==> src/rtl/fp_mult2_if.sv <==
// Host-side bus for the fp_mult2 co-processor: shared operand bus, start request,
// result bus and completion pulse.
interface fp_mult2_if;
    logic [31:0] inBus;
    logic        startFP;
    logic [31:0] resBus;
    logic        doneFP;

    modport master (output inBus, output startFP, input resBus, input doneFP);
    modport slave  (input inBus, input startFP, output resBus, output doneFP);
endinterface

==> src/rtl/fp_mult2.sv <==
// IEEE-754 single-precision multiplier: operands arrive serially on one bus, mantissas
// are multiplied by a 24-step shift-add loop, then normalized, rounded (RNE) and packed.
module fp_mult2 (
    input  logic        clk,
    input  logic        rst,
    fp_mult2_if.slave   bus
);
    typedef enum logic [2:0] {IDLE, LOADA, LOADB, MULT, NORM, PACK} state_t;

    state_t             state_reg, state_next;
    logic [31:0]        a_reg, b_reg;
    logic [47:0]        mcand_reg, prod_reg;
    logic [23:0]        mplier_reg;
    logic [4:0]         count_reg;
    logic signed [9:0]  exp_reg;
    logic [31:0]        res_reg;
    logic               done_reg;

    always_ff @(posedge clk or negedge rst) begin
        if (!rst) state_reg <= IDLE;
        else      state_reg <= state_next;
    end

    always_comb begin
        state_next = state_reg;
        case (state_reg)
            IDLE:    if (bus.startFP) state_next = LOADA;
            LOADA:   state_next = LOADB;
            LOADB:   state_next = MULT;
            MULT:    if (count_reg == 5'd23) state_next = NORM;
            NORM:    state_next = PACK;
            PACK:    state_next = IDLE;
            default: state_next = IDLE;
        endcase
    end

    // Operand classification; zero-exponent operands (zero/denormal) count as zero.
    logic a_zero, b_zero, a_inf, b_inf, a_nan, b_nan, sign;
    assign a_zero = (a_reg[30:23] == 8'h00);
    assign b_zero = (b_reg[30:23] == 8'h00);
    assign a_inf  = (a_reg[30:23] == 8'hFF) && (a_reg[22:0] == 23'd0);
    assign b_inf  = (b_reg[30:23] == 8'hFF) && (b_reg[22:0] == 23'd0);
    assign a_nan  = (a_reg[30:23] == 8'hFF) && (a_reg[22:0] != 23'd0);
    assign b_nan  = (b_reg[30:23] == 8'hFF) && (b_reg[22:0] != 23'd0);
    assign sign   = a_reg[31] ^ b_reg[31];

    logic signed [9:0] exp_sum;
    assign exp_sum = $signed({2'b00, a_reg[30:23]}) + $signed({2'b00, b_reg[30:23]}) - 10'sd127;

    // After NORM the leading one sits at bit 46; bits below bit 23 are guard/round/sticky.
    logic [23:0]       mant;
    logic              guard, rnd, sticky, round_up;
    logic [24:0]       mant_rnd;
    logic signed [9:0] exp_fin;
    logic [22:0]       frac_fin;
    logic [31:0]       pack_result;

    assign mant     = prod_reg[46:23];
    assign guard    = prod_reg[22];
    assign rnd      = prod_reg[21];
    assign sticky   = |prod_reg[20:0];
    assign round_up = guard & (rnd | sticky | mant[0]);
    assign mant_rnd = {1'b0, mant} + {24'd0, round_up};
    assign exp_fin  = exp_reg + $signed({9'd0, mant_rnd[24]});
    assign frac_fin = mant_rnd[24] ? mant_rnd[23:1] : mant_rnd[22:0];

    always_comb begin
        pack_result = {sign, exp_fin[7:0], frac_fin};
        if (a_nan || b_nan || (a_inf && b_zero) || (b_inf && a_zero))
            pack_result = 32'h7FC0_0000;
        else if (a_inf || b_inf)
            pack_result = {sign, 8'hFF, 23'd0};
        else if (a_zero || b_zero)
            pack_result = {sign, 31'd0};
        else if (exp_fin >= 10'sd255)
            pack_result = {sign, 8'hFF, 23'd0};
        else if (exp_fin <= 10'sd0)
            pack_result = {sign, 31'd0};
    end

    always_ff @(posedge clk or negedge rst) begin
        if (!rst) begin
            a_reg      <= '0;
            b_reg      <= '0;
            mcand_reg  <= '0;
            prod_reg   <= '0;
            mplier_reg <= '0;
            count_reg  <= '0;
            exp_reg    <= '0;
            res_reg    <= '0;
            done_reg   <= 1'b0;
        end else begin
            done_reg <= 1'b0;
            case (state_reg)
                LOADA: a_reg <= bus.inBus;
                LOADB: begin
                    b_reg      <= bus.inBus;
                    mcand_reg  <= {24'd0, 1'b1, a_reg[22:0]};
                    mplier_reg <= {1'b1, bus.inBus[22:0]};
                    prod_reg   <= '0;
                    count_reg  <= '0;
                end
                MULT: begin
                    if (mplier_reg[0]) prod_reg <= prod_reg + mcand_reg;
                    mcand_reg  <= mcand_reg << 1;
                    mplier_reg <= mplier_reg >> 1;
                    count_reg  <= count_reg + 5'd1;
                end
                NORM: begin
                    // The bit shifted out is folded into bit 0 so sticky stays exact.
                    exp_reg <= exp_sum + $signed({9'd0, prod_reg[47]});
                    if (prod_reg[47])
                        prod_reg <= {1'b0, prod_reg[47:2], prod_reg[1] | prod_reg[0]};
                end
                PACK: begin
                    res_reg  <= pack_result;
                    done_reg <= 1'b1;
                end
                default: ;
            endcase
        end
    end

    assign bus.resBus = res_reg;
    assign bus.doneFP = done_reg;
endmodule

==> src/flat_wrapper.sv <==
// flat-port wrapper written by rule: the top's interface ports become plain ports
module fp_mult2_flat 
  (clk, rst, bus_inBus, bus_startFP, bus_resBus, bus_doneFP);
  fp_mult2_if bus_i ();
  input  logic clk;
  input  logic rst;
  input wire logic [$bits(bus_i.inBus)-1:0] bus_inBus;
  input wire logic [$bits(bus_i.startFP)-1:0] bus_startFP;
  output wire logic [$bits(bus_i.resBus)-1:0] bus_resBus;
  output wire logic [$bits(bus_i.doneFP)-1:0] bus_doneFP;
  assign bus_i.inBus = bus_inBus;
  assign bus_i.startFP = bus_startFP;
  assign bus_resBus = bus_i.resBus;
  assign bus_doneFP = bus_i.doneFP;
  fp_mult2 u_core (.clk(clk), .rst(rst), .bus(bus_i));
endmodule
==> config.mk <==
export PLATFORM = sky130hd
export DESIGN_NAME = fp_mult2_flat
export DESIGN_NICKNAME = d
export VERILOG_FILES = /design/src/rtl/fp_mult2_if.sv /design/src/rtl/fp_mult2.sv /design/src/flat_wrapper.sv
export SDC_FILE = /design/constraint.sdc
export NUM_CORES = 1
export LEC_CHECK = 0
export ABC_CLOCK_PERIOD_IN_PS = 8500
export BUFFER_PORTS_ARGS = -buffer_cell sky130_fd_sc_hd__buf_4
export CORE_ASPECT_RATIO = 1.1
export CORE_MARGIN = 3
export CORE_UTILIZATION = 55
export CTS_CLUSTER_DIAMETER = 30
export DETAILED_ROUTE_END_ITERATION = 10
export HOLD_SLACK_MARGIN = 0.1
export PLACE_DENSITY = 0.73
export SYNTH_ARGS = -nofsm -noshare
export SYNTH_HDL_FRONTEND = slang
export SYNTH_SLANG_ARGS = --single-unit
export TNS_END_PERCENT = 5
==> constraint.sdc <==
create_clock -name clk -period 8.5 [get_ports clk]
set_input_delay 1.7 -clock clk [delete_from_list [all_inputs] [get_ports clk]]
set_output_delay 1.7 -clock clk [all_outputs]
set_load 0.01 [all_outputs]
# Yosys cells after proc, flatten, opt, wreduce, memory -nomap -nowiden
# Index checks and enable logic that the tools add are counted.
[totals] register_bits=235 in_bits=35 out_inout_bits=33
[classes] n_addsub=7 magnitude_cmp=2 n_eq_ne=12 n_mux=16 n_bitwise=5 reduce_logical=24
[op_table] operator="$pmux W48 S3" count=1
[op_table] operator="$mux W31" count=4
[op_table] operator="$pmux W48 S2" count=1
[op_table] operator="$add A48 B48 Y48" count=1
[op_table] operator="$mux W48" count=1
[op_table] operator="$pmux W24 S2" count=1
[op_table] operator="$mux W47" count=1
[op_table] operator="$logic_not A23 Y1" count=2
[op_table] operator="$reduce_bool A23 Y1" count=2
[op_table] operator="$mux W32" count=1
[op_table] operator="$add A24 B1 Y25" count=1
[op_table] operator="$mux W23" count=1
[op_table] operator="$reduce_or A21 Y1" count=1
[op_table] operator="$add A10 B2 Y10" count=2
[op_table] operator="$eq A8 B8 Y1 const B" count=2
[op_table] operator="$logic_not A8 Y1" count=2
[op_table] operator="$pmux W3 S5" count=1
[op_table] operator="$ge A10 B9 Y1 const B" count=1
[op_table] operator="$le A10 B1 Y1 const B" count=1
[op_table] operator="$pmux W5 S2" count=1
[op_table] operator="$sub A10 B8 Y10 const B" count=1
[op_table] operator="$add A8 B8 Y9" count=1
[op_table] operator="$eq A3 B2 Y1 const B" count=2
[op_table] operator="$eq A3 B3 Y1 const B" count=2
[op_table] operator="17 further kinds" count=32

# Depth between registers and ports, before layout
# Gate-level depths: netlist (run 1).
[logic_depth] ltp_word=12 ltp_mapped=18

# Worst setup path after synthesis (run 1)
# OpenSTA, ideal clock, no wires.
[synth_path] path_type="register to register" startpoint="reg u_core.prod_reg[23]" endpoint="reg u_core.res_reg[10] (netlist: u_core.bus.resBus[10])" arrival_ns=3.594 slack_ns=4.840 path_stages_with_launch=18 period_less_slack_ns=3.660 path_cell_list="dfrtp_1 -> and2_1 -> ha_1 -> inv_1 -> nor2_1 -> nand2_1 -> nor4_2 -> ha_1 -> ha_1 -> nand2_1 -> nor3_1 -> xnor2_1 -> o41ai_1 -> nand2_1 -> nand4b_1 -> nor3_2 -> a21boi_1 -> a22o_1"
[synth_via] elab_chain_cells=10
[synth_lines] item="start, declared" line="fp_mult2.sv:12" source="logic [47:0] mcand_reg, prod_reg;"
[synth_lines] item="start signal, assigned" line="fp_mult2.sv:104" source="if (mplier_reg[0]) prod_reg <= prod_reg + mcand_reg;"
[synth_lines] item="start signal, assigned" line="fp_mult2.sv:113" source="prod_reg <= {1'b0, prod_reg[47:2], prod_reg[1] | prod_reg[0]};"
[synth_lines] item="$or A1 B1 Y1" line="fp_mult2.sv:62" source="assign round_up = guard & (rnd | sticky | mant[0]);"
[synth_lines] item="$and A1 B1 Y1" line="fp_mult2.sv:62"
[synth_lines] item="$add A24 B1 Y25 (*)" line="fp_mult2.sv:63" source="assign mant_rnd = {1'b0, mant} + {24'd0, round_up};"
[synth_lines] item="$add A10 B2 Y10" line="fp_mult2.sv:64" source="assign exp_fin = exp_reg + $signed({9'd0, mant_rnd[24]});"
[synth_lines] item="$le A10 B1 Y1" line="fp_mult2.sv:77" source="else if (exp_fin <= 10'sd0)"
[synth_lines] item="$mux W31" line="fp_mult2.sv:77"
[synth_lines] item="$mux W31 (*)" line="fp_mult2.sv:75" source="else if (exp_fin >= 10'sd255)"
[synth_lines] item="$mux W31 (*)" line="fp_mult2.sv:73" source="else if (a_zero || b_zero)"
[synth_lines] item="$mux W31 (*)" line="fp_mult2.sv:71" source="else if (a_inf || b_inf)"
[synth_lines] item="$mux W32 (*)" line="fp_mult2.sv:69" source="if (a_nan || b_nan || (a_inf && b_zero) || (b_inf && a_zero))"
[synth_lines] item="end signal, assigned" line="fp_mult2.sv:116" source="res_reg <= pack_result;"
[synth_lines] item="end, declared" line="fp_mult2.sv:16" source="logic [31:0] res_reg;"
# Mark *: on every way between the ends. The rest lies on a longest branch, timed or not.
# A chain may end at the register's enable or synchronous reset.

# Worst setup path in the final report (run 1)
[layout_path] startpoint="reg u_core.prod_reg[22]" endpoint="reg u_core.res_reg[13] (netlist: u_core.bus.resBus[13])"
[layout_via] elab_chain_cells=9
[layout_lines] item="$and A1 B1 Y1 (*)" line="fp_mult2.sv:62"
[layout_lines] item="$add A24 B1 Y25 (*)" line="fp_mult2.sv:63"
[layout_lines] item="$add A10 B2 Y10" line="fp_mult2.sv:64"
[layout_lines] item="$le A10 B1 Y1" line="fp_mult2.sv:77"
[layout_lines] item="$mux W31" line="fp_mult2.sv:77"
[layout_lines] item="$mux W31 (*)" line="fp_mult2.sv:75"
[layout_lines] item="$mux W31 (*)" line="fp_mult2.sv:73"
[layout_lines] item="$mux W31 (*)" line="fp_mult2.sv:71"
[layout_lines] item="$mux W32 (*)" line="fp_mult2.sv:69"
# Marked as above.

==> results of run 1 <==
kinds of logic (layout without fill, tap and decap cells):
kind of cell    after synthesis  after routing  synth area share
flops                       235            235             0.434
buf+inv                     111            210            0.0312
mux                         114            114            0.0901
fa+ha+maj                    63             63            0.0593
simple gates                516            516             0.172
xor+xnor                     70             70            0.0452
compound gates              369            369             0.168
power by group:
group | switching (mW) | internal [mW]
combinational | 1.93 | 1.46
clock | 0.656 | 1.47
sequential | 0.469 | 1.57
final cells by class:
| cell class | instances | area [um^2] |
|---|---|---|
| fill | 1898 | 7760 |
| sequential | 235 | 5880 |
| tap | 305 | 382 |
| multi-input combinational | 1132 | 7270 |
| timing repair buffer | 81 | 616 |
| clock buffer | 58 | 1340 |
| inverter | 34 | 128 |
| clock inverter | 37 | 541 |
worst paths after layout:
kind / start / cells past startpoint / to
min in group asynchronous: rst / 1 / u_core.exp_reg[8]$_DFFE_PN0N_
max: u_core.prod_reg[22]$_DFFE_PN0P_ / 15 / u_core.bus.resBus[13]$_DFFE_PN0P_
min reg2reg: u_core.bus.resBus[25]$_DFFE_PN0P_ / 2 / u_core.bus.resBus[25]$_DFFE_PN0P_
max reg2reg: u_core.prod_reg[22]$_DFFE_PN0P_ / 15 / u_core.bus.resBus[13]$_DFFE_PN0P_
min: u_core.bus.resBus[25]$_DFFE_PN0P_ / 2 / u_core.bus.resBus[25]$_DFFE_PN0P_
max in group asynchronous: rst / 2 / u_core.mcand_reg[10]$_DFFE_PN0P_
layout by cell type, fill, tap and decap left out, types with 4 or more instances in the layout:
cell type and n:
a21boi_0 5, clkinvlp_4 10, clkbuf_16 51, nand2_1 228, clkbuf_8 4, nor4_1 20, dfrtp_1 234, a21o_1 18
nor2b_1 6, bufinv_16 11, a22o_1 11, nand4_1 20, a31oi_1 9, o31ai_1 4, o21bai_1 15, xor2_1 27
clkinv_2 7, and2_1 8, inv_6 6, nand3_1 60, mux2i_1 50, a221oi_1 21, nor3_1 22, nor2_1 102
mux2_2 64, and4_1 4, xnor2_1 43, a21oi_1 92, ha_1 61, o21a_1 9, or3_1 5, and3_1 13
o21ai_0 135, inv_1 34, or2_2 4, o211ai_1 8, buf_4 80, a211oi_1 7, nand2b_1 6
metrics by stage:
step | hold WS [ns] | util
2_1_floorplan | 0.450 | -
3_3_place_gp | 0.459 | 0.597
3_5_place_dp | 0.466 | 0.597
4_1_cts | 0.481 | 0.676
5_1_grt | 0.501 | 0.676
6_report | 0.473 | 0.676
per-layer routing:
| layer | global-route usage | vias up | wire [um] |
|---|---|---|---|
| li1 | - | 5427 | - |
| met1 | 0.324 | 5378 | 14400 |
| met2 | 0.448 | 301 | 17000 |
| met3 | 0.0420 | 60 | 1600 |
| met4 | 0.0761 | 0 | 686 |
| met5 | 0 | - | 0 |
worst max-delay path: stages (launching register included):
cell,delay (ns)
dfrtp_1,0.44
and2_1,0.25
ha_1,0.28
inv_1,0.06
nor2_1,0.35
nand2_1,0.14
nor4_2,0.50
ha_1,0.27
nand3_1,0.16
nor3_1,0.26
xnor2_1,0.27
o21ai_0,0.22
nand4b_1,0.29
nor3_2,0.47
nand2_1,0.34
o21ai_0,0.26
==> impl_metrics.env, run 1 <==
export IMPL_status="finished, final reports clean"
export IMPL_async_flop_share=1.00
export IMPL_netlist_area_um2=13500
export IMPL_initial_core_util=0.566
export IMPL_wl_per_cell_um=17.9
export IMPL_synth_edf_count=0
export IMPL_totalWireLength_um=33600
export IMPL_layout_cells_non_filler=1882
export IMPL_ios=68
export IMPL_postRouteAntennaNets=0
export IMPL_crit_arrival_ns=5.11
export IMPL_area_growth_pct=19.3
export IMPL_netlist_area_leader_share=0.434
export IMPL_power_density_nw_per_um2=468
export IMPL_cts_path_max_buffers=3
export IMPL_setup_viol_count_final=0
export IMPL_crit_type="register to register"
export IMPL_fin_worst_skew_ns=0.0226
export IMPL_synth_seq_area_share=0.434
export IMPL_synth_fp_nets=1576
export IMPL_power_total_mw=7.56
export IMPL_finalCriticalPeriod_ns=4.66
export IMPL_portBuffers=67
export IMPL_dpl_cell_area_um2=14300
export IMPL_synth_cell_types=67
export IMPL_htreeDepth=2
export IMPL_drc_errors=0
export IMPL_viasPerCell=5.93
export IMPL_finalHoldViolations=0
export IMPL_ys_top_cells_by_count="dfrtp_1, nand2_1, o21ai_0, nor2_1, a21oi_1"
export IMPL_clkLatencyLatePin_ns=0.55
export IMPL_syn_inst=1478
export IMPL_rsz0062_at_grt="no"
export IMPL_yosys_warnings=0
export IMPL_avgSynthCellArea_um2=9.17
export IMPL_dieArea_um2=26600
export IMPL_placementRows=59
export IMPL_period_share=0.548
export IMPL_ys_flop_type="dfrtp_1"
export IMPL_drive_gt1_frac=0.161
export IMPL_synth_area_leaders="dfrtp_1, nand2_1, ha_1, mux2_2, o21ai_0"
export IMPL_coreArea_um2=23900
export IMPL_cts_resized=0
export IMPL_clk_pin_slew_ns=0.05
export IMPL_overflow=0
export IMPL_die_width_um=156
export IMPL_synth_most_common_cell="dfrtp_1"
export IMPL_antenna_found_initial=0
export IMPL_crit_fanout=11
export IMPL_vias=11200
export IMPL_hold_class="register to register"
export IMPL_slew_limit_headroom=0.312
export IMPL_worst_endpoint_required_ns=8.95
export IMPL_start_kind="register"
export IMPL_drv_cap=0
export IMPL_n_antenna_cell=0
export IMPL_numCtsBuffers=51
export IMPL_grt_usage=0.254
export IMPL_setup_tns_ns=0
export IMPL_grt_pass1_vias=11200
export IMPL_gp_congestion=0.921
export IMPL_cts_setup_buffers=0
export IMPL_worstMarginPinSlew_ns=1.03
export IMPL_cts_root_buf="clkbuf_16"
export IMPL_clock_sinks=235
export IMPL_tritoncts="done"
export IMPL_r2r_slack_ns=3.84
export IMPL_grt_max_degree=96
export IMPL_yosysTopAreaCell="dfrtp_1"
export IMPL_power_leakage_nw=7.51
export IMPL_cp_end_kind="register"
export IMPL_preCtsSetupSlack_ns=4.00
export IMPL_layout_setup_ws_ns=3.84
export IMPL_drtIter0Drc=786
export IMPL_place_hpwl_um=23100
export IMPL_dieHeight_um=171
export IMPL_holdBufCountCts=0
export IMPL_final_area_um2=16200
export IMPL_fmax_mhz=215
export IMPL_final_max_slew_violation_count=0
export IMPL_synth_ff_latch_count=235
export IMPL_grt_pass1_wl_um=55900
export IMPL_nets=1633
export IMPL_firstDrtPassIters=5
export IMPL_dpl_cell_count=1787
export IMPL_power_ir_vdd_worst_mv=0.271
No activity file was read; power rests on OpenSTA's default activity.
==> inputs of run 2 (changes only) <==
--- a/config.mk
+++ b/config.mk
@@ -5,7 +5,8 @@
 export SDC_FILE = /design/constraint.sdc
 export NUM_CORES = 1
 export LEC_CHECK = 0
-export ABC_CLOCK_PERIOD_IN_PS = 8500
+export ABC_AREA = 1
+export ABC_CLOCK_PERIOD_IN_PS = 4500
 export BUFFER_PORTS_ARGS = -buffer_cell sky130_fd_sc_hd__buf_4
 export CORE_ASPECT_RATIO = 1.1
 export CORE_MARGIN = 3
@@ -13,7 +14,7 @@
 export CTS_CLUSTER_DIAMETER = 30
 export DETAILED_ROUTE_END_ITERATION = 10
 export HOLD_SLACK_MARGIN = 0.1
-export PLACE_DENSITY = 0.73
+export PLACE_DENSITY = 0.72
 export SYNTH_ARGS = -nofsm -noshare
 export SYNTH_HDL_FRONTEND = slang
 export SYNTH_SLANG_ARGS = --single-unit
==> constraint.sdc (replaced) <==
create_clock -name clk -period 4.5 [get_ports clk]
set_input_delay 0.9 -clock clk [delete_from_list [all_inputs] [get_ports clk]]
set_output_delay 0.9 -clock clk [all_outputs]
set_load 0.01 [all_outputs]
==> run 2 against run 1 <==
Compared with the run above: critical path depth grew 10; routed wire length grew 40%; critical endpoint is now u_core.bus.resBus[29]$_DFFE_PN0P_; final cell count grew 45%.
==> impl_metrics.env, run 2 <==
export IMPL_status="finished, final reports clean"
export IMPL_dpl_cell_count=2643
export IMPL_n_antenna_cell=0
export IMPL_portBuffers=67
export IMPL_synth_most_common_cell="nand2_1"
export IMPL_postRouteAntennaNets=0
export IMPL_drv_cap=0
export IMPL_synth_area_leaders="dfrtp_1, nand2_1, inv_1, nor2_1, ha_1"
export IMPL_wl_per_cell_um=17.2
export IMPL_overflow=0
export IMPL_synth_seq_area_share=0.380
export IMPL_yosysTopAreaCell="dfrtp_1"
export IMPL_max_stage_delay_ns=0.42
export IMPL_antenna_found_initial=0
export IMPL_routed_top_layer="met4"
export IMPL_crit_top_cell="nand2_1"
export IMPL_syn_inst=2260
export IMPL_nets=2437
export IMPL_ios=68
export IMPL_whs_ns=0.386
export IMPL_power_ir_vdd_worst_mv=0.589
export IMPL_yosys_warnings=0
export IMPL_grt_usage=0.310
export IMPL_grt_max_degree=106
export IMPL_ys_top_cells_by_count="nand2_1, inv_1, dfrtp_1, nor2_1, nand3_1"
export IMPL_tritoncts="done"
export IMPL_async_flop_share=1.00
export IMPL_placementRows=63
export IMPL_drive_gt1_frac=0.0967
export IMPL_coreArea_um2=27400
export IMPL_firstDrtPassIters=6
export IMPL_synth_fp_nets=2358
export IMPL_path_delay_family="simple AND/OR/NAND/NOR gates"
export IMPL_fin_worst_skew_ns=0.0411
export IMPL_crit_type="register to register"
export IMPL_cts_setup_buffers=0
export IMPL_die_width_um=166
export IMPL_fmax_mhz=256
export IMPL_grt_pass1_wl_um=76300
export IMPL_netlist_area_um2=15500
export IMPL_slew_limit_headroom=0.322
export IMPL_clkLatencyLatePin_ns=0.58
export IMPL_clock_sinks=235
export IMPL_crit_fanout=12
export IMPL_final_cell_mix="nand2_1, inv_1, dfrtp_1"
export IMPL_clk_pin_slew_ns=0.05
export IMPL_layout_commonest_cell="nand2_1"
export IMPL_route_met2_wl_um=22200
export IMPL_htreeDepth=2
export IMPL_power_density_nw_per_um2=869
export IMPL_cpMaxStageDelayCell="dfrtp_1"
export IMPL_setup_viol_count_final=0
export IMPL_worstMarginPinSlew_ns=1.01
export IMPL_cts_path_max_buffers=3
export IMPL_finalHoldViolations=0
export IMPL_synth_edf_count=0
export IMPL_rsz0062_at_grt="no"
export IMPL_finalCriticalPeriod_ns=3.91
export IMPL_synth_ff_latch_count=235
export IMPL_vias=15100
export IMPL_cp_end_kind="register"
export IMPL_wl_met3_um=2590
export IMPL_ys_flop_type="dfrtp_1"
export IMPL_numCtsBuffers=51
export IMPL_drc_errors=0
export IMPL_synth_cell_types=48
export IMPL_initial_core_util=0.566
export IMPL_dieArea_um2=30200
export IMPL_drtIter0Drc=1196
export IMPL_crit_arrival_ns=4.40
export IMPL_viasPerCell=5.51
export IMPL_cts_resized=0
export IMPL_avgSynthCellArea_um2=6.85
export IMPL_holdBufCountCts=0
export IMPL_period_share=0.869
export IMPL_start_kind="register"
export IMPL_crit_buf_inv=3
export IMPL_nFillCells=2481
export IMPL_gp_congestion=0.991
export IMPL_worst_endpoint_required_ns=4.99
export IMPL_netlist_area_leader_share=0.380
export IMPL_dieHeight_um=182
export IMPL_setup_tns_ns=0
export IMPL_totalWireLength_um=47000
export IMPL_cts_root_buf="clkbuf_16"
export IMPL_place_hpwl_um=34900
export IMPL_power_leakage_nw=9.66
export IMPL_layout_cells_non_filler=2735
export IMPL_hold_class="input port to async pin"
export IMPL_grt_pass1_vias=14900
export IMPL_met1_length_um=20200
export IMPL_area_growth_pct=17.3
export IMPL_final_max_slew_violation_count=0
## run 2: changes by cell type after synthesis, sizes merged, moves of 35 or more
cell    delta
nand3     +86
xnor2     -36
o22ai     +44
mux2i     -50
mux2      -50
o21ai     -65
inv      +352
nand4     +36
nand2    +477
nor2     +108
clkbuf    -35
## run 2: per-layer routing
| metal | track usage | vias to the layer above |
|---|---|---|
| li1 | - | 7387 |
| met1 | 0.404 | 7056 |
| met2 | 0.519 | 504 |
| met3 | 0.0433 | 124 |
| met4 | 0.131 | 0 |
| met5 | 0 | - |
## run 2: metrics by stage
stage | instance area, um^2 | power (mW) | utilization | worst slack [ns]
detailed placement | 16300 | 11.7 | 0.598 | 0.678
finish | 18200 | 15.8 | 0.664 | 0.590
global route | 18200 | 17.1 | 0.664 | 0.141
CTS | 18200 | 15.7 | 0.664 | 0.644
floorplan | 15500 | 9.43 | - | 1.37
global placement | 16300 | 11.5 | 0.598 | 0.802
## run 2: cell families after synthesis
logic type / Yosys count / synth area share
buf+inv: 444 / 0.110
xor+xnor: 25 / 0.0141
mux: 14 / 0.0102
simple gates: 1167 / 0.317
flops: 235 / 0.380
compound gates: 312 / 0.117
fa+ha+maj: 63 / 0.0519
## run 2: layout make-up
class                   instances  area [um^2]  area share
well taps                     357          447      0.0246
repair buffers                 82          636      0.0350
flip-flops and latches        235         5880       0.324
clock inverters                31          442      0.0243
clock buffers                  61         1370      0.0756
inverters                     388         1460      0.0802
multi-input cells            1581         7930       0.437
## run 2: worst register-to-register path, cell delays in order (launching register included)
cell and delay, ns:
dfrtp_1 0.42, nand2_1 0.12, inv_1 0.11, ha_1 0.19, nand3_1 0.21, nor2_2 0.20, nand2_1 0.08, nor2_1 0.14
nand4_1 0.13, nor2_1 0.15, nand4_1 0.25, inv_1 0.14, ha_1 0.20, ha_1 0.25, inv_1 0.07, nand2_1 0.09
nand2_1 0.09, nor2_1 0.10, nand2_1 0.06, nor2_1 0.08, nand3b_1 0.09, nand2_2 0.16, nand2_2 0.20, o21ai_0 0.13
nand2_1 0.07, nand3_1 0.08
## run 2: worst paths after layout
| kind | startpoint | cells past startpoint | end | slack (ns) |
|---|---|---|---|---|
| setup / recovery | u_core.prod_reg[22]$_DFFE_PN0P_ | 25 | u_core.bus.resBus[29]$_DFFE_PN0P_ | 0.59 |
| hold / removal | rst | 1 | u_core.bus.resBus[19]$_DFFE_PN0P_ | 0.39 |
| setup reg to reg | u_core.prod_reg[22]$_DFFE_PN0P_ | 25 | u_core.bus.resBus[29]$_DFFE_PN0P_ | 0.59 |
| hold reg to reg | u_core.b_reg[8]$_DFFE_PN0P_ | 2 | u_core.b_reg[8]$_DFFE_PN0P_ | 0.47 |
| max in group asynchronous | rst | 2 | u_core.b_reg[31]$_DFFE_PN0P_ | 3.19 |
| min in group clk | u_core.b_reg[8]$_DFFE_PN0P_ | 2 | u_core.b_reg[8]$_DFFE_PN0P_ | 0.47 |
## run 2: power by group
group	internal, mW	switching (mW)
clock network	2.64	1.27
logic	2.71	5.28
registers	3.08	0.809
total	8.43	7.36
==> inputs of run 3 (changes only) <==
--- a/config.mk
+++ b/config.mk
@@ -8,13 +8,13 @@
 export ABC_AREA = 1
 export ABC_CLOCK_PERIOD_IN_PS = 4500
 export BUFFER_PORTS_ARGS = -buffer_cell sky130_fd_sc_hd__buf_4
-export CORE_ASPECT_RATIO = 1.1
 export CORE_MARGIN = 3
 export CORE_UTILIZATION = 55
 export CTS_CLUSTER_DIAMETER = 30
 export DETAILED_ROUTE_END_ITERATION = 10
 export HOLD_SLACK_MARGIN = 0.1
 export PLACE_DENSITY = 0.72
+export REMOVE_ABC_BUFFERS = 1
 export SYNTH_ARGS = -nofsm -noshare
 export SYNTH_HDL_FRONTEND = slang
 export SYNTH_SLANG_ARGS = --single-unit
==> run 3 against run 2 <==
Compared with the run above: utilization increased by 0.70 points; largest cell class unchanged; largest power group unchanged; sequential cell count unchanged; cell area up 0.96%; worst hold slack improved by 0.084 ns; setup slack got worse by 0.057 ns; critical path depth unchanged; routed wire length down 1.8%; register-to-register slack got worse by 0.06 ns.
==> impl_metrics.env, run 3 (synthesis gave the netlist of run 2 again) <==
export IMPL_dieHeight_um=174
export IMPL_finalCriticalPeriod_ns=3.97
export IMPL_initial_core_util=0.567
export IMPL_coreArea_um2=27300
export IMPL_cts_path_max_buffers=3
export IMPL_area_growth_pct=18.4
export IMPL_grt_usage=0.305
export IMPL_worstSetupPathDepth=25
export IMPL_htreeDepth=2
export IMPL_portBuffers=67
export IMPL_setup_viol_count_final=0
export IMPL_cpMaxStageDelayCell="dfrtp_1"
export IMPL_hold_class="input port to async pin"
export IMPL_period_share=0.882
export IMPL_r2r_cells=25
export IMPL_clk_pin_slew_ns=0.05
export IMPL_clkLatencyLatePin_ns=0.58
export IMPL_die_width_um=174
export IMPL_crit_start="u_core.prod_reg[22]$_DFFE_PN0P_"
export IMPL_firstDrtPassIters=6
export IMPL_start_kind="register"
export IMPL_numCtsBuffers=54
export IMPL_power_leakage_nw=9.72
export IMPL_final_max_slew_violation_count=0
export IMPL_crit_fanout=12
export IMPL_fmax_mhz=252
export IMPL_overflow=0
export IMPL_max_stage_delay_ns=0.40
export IMPL_placementRows=60
export IMPL_viasPerCell=5.47
export IMPL_final_area_um2=18300
export IMPL_cts_resized=0
export IMPL_gp_congestion=0.989
export IMPL_grt_max_degree=124
export IMPL_drtIter0Drc=1211
export IMPL_worstMarginPinSlew_ns=0.981
export IMPL_worst_endpoint_required_ns=4.99
export IMPL_nets=2444
export IMPL_place_hpwl_um=34200
export IMPL_dieArea_um2=30200
export IMPL_status="finished, final reports clean"
export IMPL_wl_per_cell_um=16.7
export IMPL_ios=68
export IMPL_cp_end_kind="register"
export IMPL_antenna_found_initial=0
export IMPL_final_cell_mix="nand2_1, inv_1, dfrtp_1"
export IMPL_finalHoldViolations=0
export IMPL_postRouteAntennaNets=0
export IMPL_cts_setup_buffers=0
export IMPL_cts_root_buf="clkbuf_16"
export IMPL_vias=15100
export IMPL_crit_top_cell="nand2_1"
export IMPL_holdBufCountCts=0
export IMPL_fin_worst_skew_ns=0.0454
export IMPL_crit_type="register to register"
export IMPL_rsz0062_at_grt="no"
export IMPL_power_total_mw=16.0
export IMPL_layout_commonest_cell="nand2_1"
export IMPL_clock_sinks=235
export IMPL_rr_startpoint="u_core.prod_reg[22]$_DFFE_PN0P_"
export IMPL_path_delay_family="simple AND/OR/NAND/NOR gates"
export IMPL_tritoncts="done"
export IMPL_grt_pass1_vias=14600
export IMPL_crit_arrival_ns=4.45
export IMPL_totalWireLength_um=46100
export IMPL_drv_cap=0
export IMPL_drive_gt1_frac=0.101
export IMPL_power_density_nw_per_um2=872
export IMPL_nFillCells=2497
export IMPL_setup_tns_ns=0
export IMPL_n_antenna_cell=0
export IMPL_power_ir_vdd_worst_mv=0.565
export IMPL_dpl_cell_area_um2=16400
export IMPL_slew_limit_headroom=0.346
export IMPL_grt_pass1_wl_um=75700
export IMPL_drc_errors=0
export IMPL_crit_buf_inv=3
run 3: cell types whose count changed in the layout (fill, tap and decap cells not counted), sizes merged:
cell / before / now
buf: 82 / 86
inv: 391 / 393
clkinv: 15 / 12
clkbuf: 61 / 69
bufinv: 8 / 7
clkinvlp: 5 / 8
run 3: per-stage QoR:
stage,hold slack (ns),setup slack [ns],instances,util
3_5_place_dp,0.460,0.654,2662,0.600
4_1_cts,0.473,0.595,2763,0.671
5_1_grt,0.496,0.0793,2763,0.671
2_1_floorplan,0.443,-0.579,2204,-
6_report,0.470,0.533,2763,0.671
3_3_place_gp,0.454,0.710,2662,0.600
run 3: layout make-up:
cell class                      instances  area, um^2  area share
Clock buffer                           69        1500      0.0817
Clock inverter                         32         455      0.0248
Inverter                              388        1460      0.0794
Multi-Input combinational cell       1581        7930       0.432
Sequential cell                       235        5880       0.321
Tap cell                              372         465      0.0254
Timing Repair Buffer                   86         653      0.0356
run 3: per-layer routing:
metal,wire length (um),track usage
met1,19900,0.404
met2,22000,0.515
met3,2440,0.0372
met4,1740,0.115
met5,0,0
run 3: power breakdown:
| part | leakage, nW | internal [mW] | total (mW) | switching (mW) |
|---|---|---|---|---|
| sequential | 2.89 | 3.08 | 3.87 | 0.785 |
| clock | 0.927 | 2.78 | 4.09 | 1.32 |
| combinational | 5.91 | 2.72 | 8.03 | 5.31 |
run 3: worst paths after layout:
check | slack, ns | endpoint
max | 0.53 | u_core.bus.resBus[27]$_DFFE_PN0P_
min | 0.47 | u_core.prod_reg[5]$_DFFE_PN0P_
max reg2reg | 0.53 | u_core.bus.resBus[27]$_DFFE_PN0P_
min reg2reg | 0.47 | u_core.b_reg[8]$_DFFE_PN0P_
max in group asynchronous | 3.03 | u_core.prod_reg[21]$_DFFE_PN0P_
min in group clk | 0.47 | u_core.b_reg[8]$_DFFE_PN0P_
run 3: worst register-to-register path, delay by kind of cell, from the launching register on:
family | cells | cell delay, ns
simple gates | 18 | 2.34
compound gates | 1 | 0.14
buf+inv | 3 | 0.35
fa+ha+maj | 3 | 0.67
flops | 1 | 0.40
